**config.mk**
```make
export PLATFORM = sky130hd
export DESIGN_NAME = dmem_lsu
export DESIGN_NICKNAME = d
export VERILOG_FILES = /design/src/rtl/dmem_lsu_pkg.sv /design/src/rtl/dmem_lsu.sv
export SDC_FILE = /design/constraint.sdc
export NUM_CORES = 1
export LEC_CHECK = 0
export ABC_CLOCK_PERIOD_IN_PS = 3000
export BUFFER_PORTS_ARGS = -buffer_cell sky130_fd_sc_hd__buf_4
export CORE_UTILIZATION = 54
export CTS_CLUSTER_DIAMETER = 60
export DETAILED_ROUTE_END_ITERATION = 10
export PLACE_DENSITY = 0.86
export SETUP_SLACK_MARGIN = 0.1
export SYNTH_ARGS = -nofsm -noshare
export SYNTH_HDL_FRONTEND = slang
export SYNTH_SLANG_ARGS = --single-unit
```
**constraint.sdc**
```tcl
create_clock -name clk -period 3 [get_ports clk]
set_input_delay 0.9 -clock clk [delete_from_list [all_inputs] [get_ports clk]]
set_output_delay 0.9 -clock clk [all_outputs]
set_load 0.005 [all_outputs]
```
**src/rtl/dmem_lsu_pkg.sv**
```systemverilog
// dmem_lsu_pkg: shared types and lane helpers for the load/store unit.
// Sub-word merge and extract live here so the datapath stays readable.
package dmem_lsu_pkg;

   typedef enum logic [1:0] {SZ_B, SZ_H, SZ_W, SZ_BAD} size_e;

   typedef enum logic [1:0] {IDLE, RD_WAIT, WRITE, RESP} state_e;

   function automatic logic bad_access(input size_e sz,
                                       input logic [1:0] lane);
      logic r;
      r = 1'b0;
      unique case (sz)
         SZ_B:   r = 1'b0;
         SZ_H:   r = lane[0];
         SZ_W:   r = (lane != 2'b00);
         SZ_BAD: r = 1'b1;
      endcase
      return r;
   endfunction

   function automatic logic [31:0] lane_merge(input logic [31:0] old,
                                              input logic [31:0] wd,
                                              input size_e sz,
                                              input logic [1:0] lane);
      logic [31:0] r;
      r = old;
      unique case (sz)
         SZ_B:    r[{lane, 3'b000} +: 8] = wd[7:0];
         SZ_H:    r[{lane[1], 4'b0000} +: 16] = wd[15:0];
         default: r = wd;
      endcase
      return r;
   endfunction

   function automatic logic [31:0] lane_extract(input logic [31:0] w,
                                                input size_e sz,
                                                input logic sgn,
                                                input logic [1:0] lane);
      logic [31:0] r;
      logic [7:0]  b;
      logic [15:0] h;
      b = w[{lane, 3'b000} +: 8];
      h = w[{lane[1], 4'b0000} +: 16];
      unique case (sz)
         SZ_B:    r = {{24{sgn & b[7]}}, b};
         SZ_H:    r = {{16{sgn & h[15]}}, h};
         default: r = w;
      endcase
      return r;
   endfunction

endpackage

```
**src/rtl/dmem_lsu.sv**
```systemverilog
// dmem_lsu: byte/half/word load-store unit driving a word-wide DataMemory.
// Sub-word stores read the word, merge the lane, and write it back.
import dmem_lsu_pkg::*;

module dmem_lsu #(
   parameter int MEM_AW = 8,
   parameter int RD_LAT = 1
) (
   input  logic              clk,
   input  logic              rst_n,
   input  logic              req_valid,
   output logic              req_ready,
   input  logic              req_write,
   input  logic [1:0]        req_size,
   input  logic              req_signed,
   input  logic [MEM_AW+1:0] req_addr,
   input  logic [31:0]       req_wdata,
   output logic              resp_valid,
   input  logic              resp_ready,
   output logic [31:0]       resp_rdata,
   output logic              resp_err,
   output logic [MEM_AW-1:0] mem_address,
   output logic [31:0]       mem_write_data,
   output logic              mem_write_enable,
   input  logic [31:0]       mem_read_data
);

   localparam logic [2:0] LAT = 3'(RD_LAT);

   state_e            state, state_n;
   logic [2:0]        cnt, cnt_n;
   logic              r_write, r_write_n;
   size_e             r_size, r_size_n;
   logic              r_sgn, r_sgn_n;
   logic [1:0]        r_lane, r_lane_n;
   logic [31:0]       r_wdata, r_wdata_n;
   logic              ready_n;
   logic              rv_n;
   logic [31:0]       rdata_n;
   logic              err_n;
   logic [MEM_AW-1:0] maddr_n;
   logic [31:0]       mwd_n;
   logic              we_n;
   size_e             in_size;

   assign in_size = size_e'(req_size);

   // Next state and next registered outputs for every FSM step.
   always_comb begin
      state_n   = state;
      cnt_n     = cnt;
      r_write_n = r_write;
      r_size_n  = r_size;
      r_sgn_n   = r_sgn;
      r_lane_n  = r_lane;
      r_wdata_n = r_wdata;
      ready_n   = req_ready;
      rv_n      = resp_valid;
      rdata_n   = resp_rdata;
      err_n     = resp_err;
      maddr_n   = mem_address;
      mwd_n     = mem_write_data;
      we_n      = 1'b0;
      unique case (state)
         IDLE: begin
            if (req_valid && req_ready) begin
               r_write_n = req_write;
               r_size_n  = in_size;
               r_sgn_n   = req_signed;
               r_lane_n  = req_addr[1:0];
               r_wdata_n = req_wdata;
               ready_n   = 1'b0;
               if (bad_access(in_size, req_addr[1:0])) begin
                  state_n = RESP;
                  rv_n    = 1'b1;
                  err_n   = 1'b1;
                  rdata_n = '0;
               end else begin
                  maddr_n = req_addr[MEM_AW+1:2];
                  if (req_write && in_size == SZ_W) begin
                     state_n = WRITE;
                     mwd_n   = req_wdata;
                     we_n    = 1'b1;
                  end else begin
                     state_n = RD_WAIT;
                     cnt_n   = '0;
                  end
               end
            end
         end
         RD_WAIT: begin
            if (cnt == LAT) begin
               if (r_write) begin
                  state_n = WRITE;
                  mwd_n   = lane_merge(mem_read_data, r_wdata,
                                       r_size, r_lane);
                  we_n    = 1'b1;
               end else begin
                  state_n = RESP;
                  rv_n    = 1'b1;
                  err_n   = 1'b0;
                  rdata_n = lane_extract(mem_read_data, r_size,
                                         r_sgn, r_lane);
               end
            end else begin
               cnt_n = cnt + 3'd1;
            end
         end
         WRITE: begin
            state_n = RESP;
            rv_n    = 1'b1;
            err_n   = 1'b0;
            rdata_n = '0;
         end
         RESP: begin
            if (resp_ready) begin
               state_n = IDLE;
               rv_n    = 1'b0;
               err_n   = 1'b0;
               rdata_n = '0;
               ready_n = 1'b1;
            end
         end
      endcase
   end

   // State, captured request and registered outputs; reset drops all work.
   always_ff @(posedge clk or negedge rst_n) begin
      if (!rst_n) begin
         state            <= IDLE;
         cnt              <= '0;
         r_write          <= 1'b0;
         r_size           <= SZ_B;
         r_sgn            <= 1'b0;
         r_lane           <= '0;
         r_wdata          <= '0;
         req_ready        <= 1'b1;
         resp_valid       <= 1'b0;
         resp_rdata       <= '0;
         resp_err         <= 1'b0;
         mem_address      <= '0;
         mem_write_data   <= '0;
         mem_write_enable <= 1'b0;
      end else begin
         state            <= state_n;
         cnt              <= cnt_n;
         r_write          <= r_write_n;
         r_size           <= r_size_n;
         r_sgn            <= r_sgn_n;
         r_lane           <= r_lane_n;
         r_wdata          <= r_wdata_n;
         req_ready        <= ready_n;
         resp_valid       <= rv_n;
         resp_rdata       <= rdata_n;
         resp_err         <= err_n;
         mem_address      <= maddr_n;
         mem_write_data   <= mwd_n;
         mem_write_enable <= we_n;
      end
   end

endmodule

```
==> reports/metrics.yaml <==
setup_path:
  start_kind: "flip-flop"
  cp.arrival_ps: 2820
  worstSetupEndpointType: "flip-flop"
  worstPathMaxFanout: 27
  crit_family: "simple AND/OR/NAND/NOR gates"
  max_stage_delay_ps: 550
  cp_cell_sequence: "inv_2, ha_1, nand2b_1, nor4_2, a221oi_1, o31ai_1"
  critPathKind: "reg -> reg"
  worst-path-buf-inv: 1
  critPathSlowestCell: "nor4_2"
  required_ps: 3320
global_routing:
  gr-total-overflow: 0
  grt_pass1_wl_um: 32100
  antenna_found_initial: 0
  grt_pass1_vias: 6261
  grt_usage: 0.325
  grt_max_degree: 59
floorplanning:
  initial_utilization: 0.555
  fp.dieArea_um2: 12800
  die_y_um: 113
  num_rows: 40
  die_w_um: 113
  coreArea_um2: 12100
  num_io_pins: 158
yosys:
  synth_area_um2: 6690
  synth_warnings: 0
  synth.distinct_cells: 54
  synthFlopType: "dfrtp_1"
  synth_edf_count: 0
  synth_cells: 666
  synthTopCellsByArea: "dfrtp_1 44%, mux2_2 9.3%, a221oi_1 4.1%"
  syn_avg_cell_area_um2: 10.0
  seq_area_frac_synth: 0.445
  syn_nets: 759
  synth_area_leader_cell: "dfrtp_1"
  yosys.area.top_type_share: 0.441
  ys_async_sr_fraction: 1.00
  ys_ff_latch: 119
finish:
  area_growth_pct: 27.4
  n_antenna_cell: 0
  drive_gt1_frac: 0.333
  final_net_count: 900
  fillCellCount: 882
clock_tree:
  cts_inserted_buffers: 17
  cts.path.max_buffers: 2
  cts_sinks: 119
  cts_tree: "built"
  hold_buffers: 0
  path_clk_slew_ps: 50
  cts_max_level: 4
  root_buffer: "clkbuf_16"
  post-cts-setup-buffers: 0
  clock_latency_ps: 420
  ctsResizeCount: 0
pwr:
  p_per_area_nw_per_um2: 1040
  leakage_nw: 3.86
  irDropWorstVdd_mv: 0.802
drt:
  avgRoutedWirePerCell_um: 20.5
  wirelength_um: 20200
  drt_iter0_markers: 827
  vias: 6404
  drc_errors: 0
  antenna_left: 0
  dr.pass1.iters: 5
  vias_per_cell: 6.49
placed_design:
  dp.final_hpwl_um: 14800
  port_buffers: 157
  place.gp.congestion: 0.978
sta:
  relSlewSlack: 0.457
  fin_crit_sh: 0.832
  setup_viol_count_final: 0
  worst_pin_slew_ps: 810
  fmax_mhz: 401
  clock_skew_ps: 6.78
  finalHoldViolCount: 0
  slew_violations: 0
  whs_ps: 344
  min_period_ps: 2500
  grt_setup_unrepaired: "false"
  setup_tns_ps: 0
min_path:
  hold_class: "in -> async"
outcome:
  status: "completed"
flow_run:
  maxCapViolations: 0
[sequential cells by signal, indices dropped and copies added, names as in the netlist, 2 cells and up]
signal and cells:
mem_write_data 32, r_wdata 32, resp_rdata 32, mem_address 8, cnt 3, r_lane 2, r_size 2, state 2
[stage by stage]
| step | cells | utilization | area [µm²] | power, mW | setup slack [ps] |
|---|---|---|---|---|---|
| finish | 986 | 0.706 | 8520 | 8.88 | 504 |
| global route | 986 | 0.706 | 8520 | 9.39 | 290 |
| CTS | 986 | 0.706 | 8520 | 8.82 | 546 |
| detailed placement | 956 | 0.663 | 8000 | 7.01 | 423 |
| global placement | 956 | 0.663 | 8000 | 6.78 | 501 |
| floorplan | 666 | - | 6690 | 5.47 | 491 |
[cells in the mapped netlist (12+ instances only)]
library cell / n
mux2_2: 55
a22o_1: 19
a21oi_1: 21
inv_1: 18
nand2_1: 28
nor2_1: 56
a221oi_1: 31
nand2b_1: 20
o21ai_0: 52
o2bb2ai_1: 16
dfrtp_1: 118
o31ai_1: 24
buf_1: 12
nand3_1: 21
mux2i_1: 12
clkbuf_1: 31
[worst paths after layout]
path,start,to,slack [ps],cells past startpoint
worst max-delay path,r_lane[1],mem_write_data[26],500,6
worst min-delay path,rst_n,resp_rdata[25],340,1
worst max register to register,r_lane[1],mem_write_data[26],500,6
worst min register to register,resp_rdata[12],resp_rdata[12],490,1
max in group asynchronous,rst_n,r_size[1],2010,2
min in group clk,resp_rdata[12],resp_rdata[12],490,1
[cell families (layout without fill, tap and decap cells)]
logic type               Yosys count  after routing  share of synthesized area
adder cells (fa/ha/maj)           11             11                     0.0206
AO/OA/AOI/OAI                    216            216                      0.233
AND/OR/NAND/NOR                  175            175                      0.137
flip-flops                       119            119                      0.445
buffers and inverters             77            229                     0.0505
multiplexers                      68             68                      0.114
[report_power, final]
part,internal [mW],switching [mW]
logic,1.93,2.35
clock network,1.12,0.681
registers,2.24,0.558
[cell type report]
| type | count | area (µm²) | area share |
|---|---|---|---|
| clock inverters | 4 | 20.0 | 0.00235 |
| flip-flops and latches | 119 | 2980 | 0.350 |
| clock buffers | 26 | 499 | 0.0586 |
| multi-input cells | 470 | 3380 | 0.397 |
| repair buffers | 179 | 1360 | 0.159 |
| well taps | 168 | 210 | 0.0247 |
| inverters | 20 | 75.1 | 0.00881 |
[layer usage]
metal	vias up	GRT usage	wire, µm	part of all wire
met5	-	0	0	0
met4	0	0.183	909	0.045
met3	74	0.0702	1800	0.089
met2	410	0.517	9430	0.47
met1	3121	0.415	8060	0.40
li1	2799	-	-	-
[placed cells by master (no fill, tap or decap), types with 7 or more instances in the layout]
cell | netlist | routed
nor4b_1 | 9 | 9
a221oi_1 | 31 | 31
mux2_2 | 55 | 55
o31ai_1 | 24 | 24
nor3_1 | 8 | 8
ha_1 | 11 | 10
inv_1 | 18 | 18
o21ai_0 | 52 | 52
o211ai_1 | 11 | 11
nand2b_1 | 20 | 20
nor2_1 | 56 | 56
dfrtp_1 | 118 | 117
nor2b_1 | 11 | 11
a22o_1 | 19 | 19
clkbuf_16 | 0 | 17
buf_4 | 0 | 178
mux2i_1 | 12 | 12
o2bb2ai_1 | 16 | 16
a32o_1 | 8 | 8
nand2_1 | 28 | 28
a21oi_1 | 21 | 21
o22ai_1 | 7 | 7
nand3_1 | 21 | 20
a22oi_1 | 9 | 9
o2111ai_1 | 8 | 8
(Power assumes the default switching activity.)
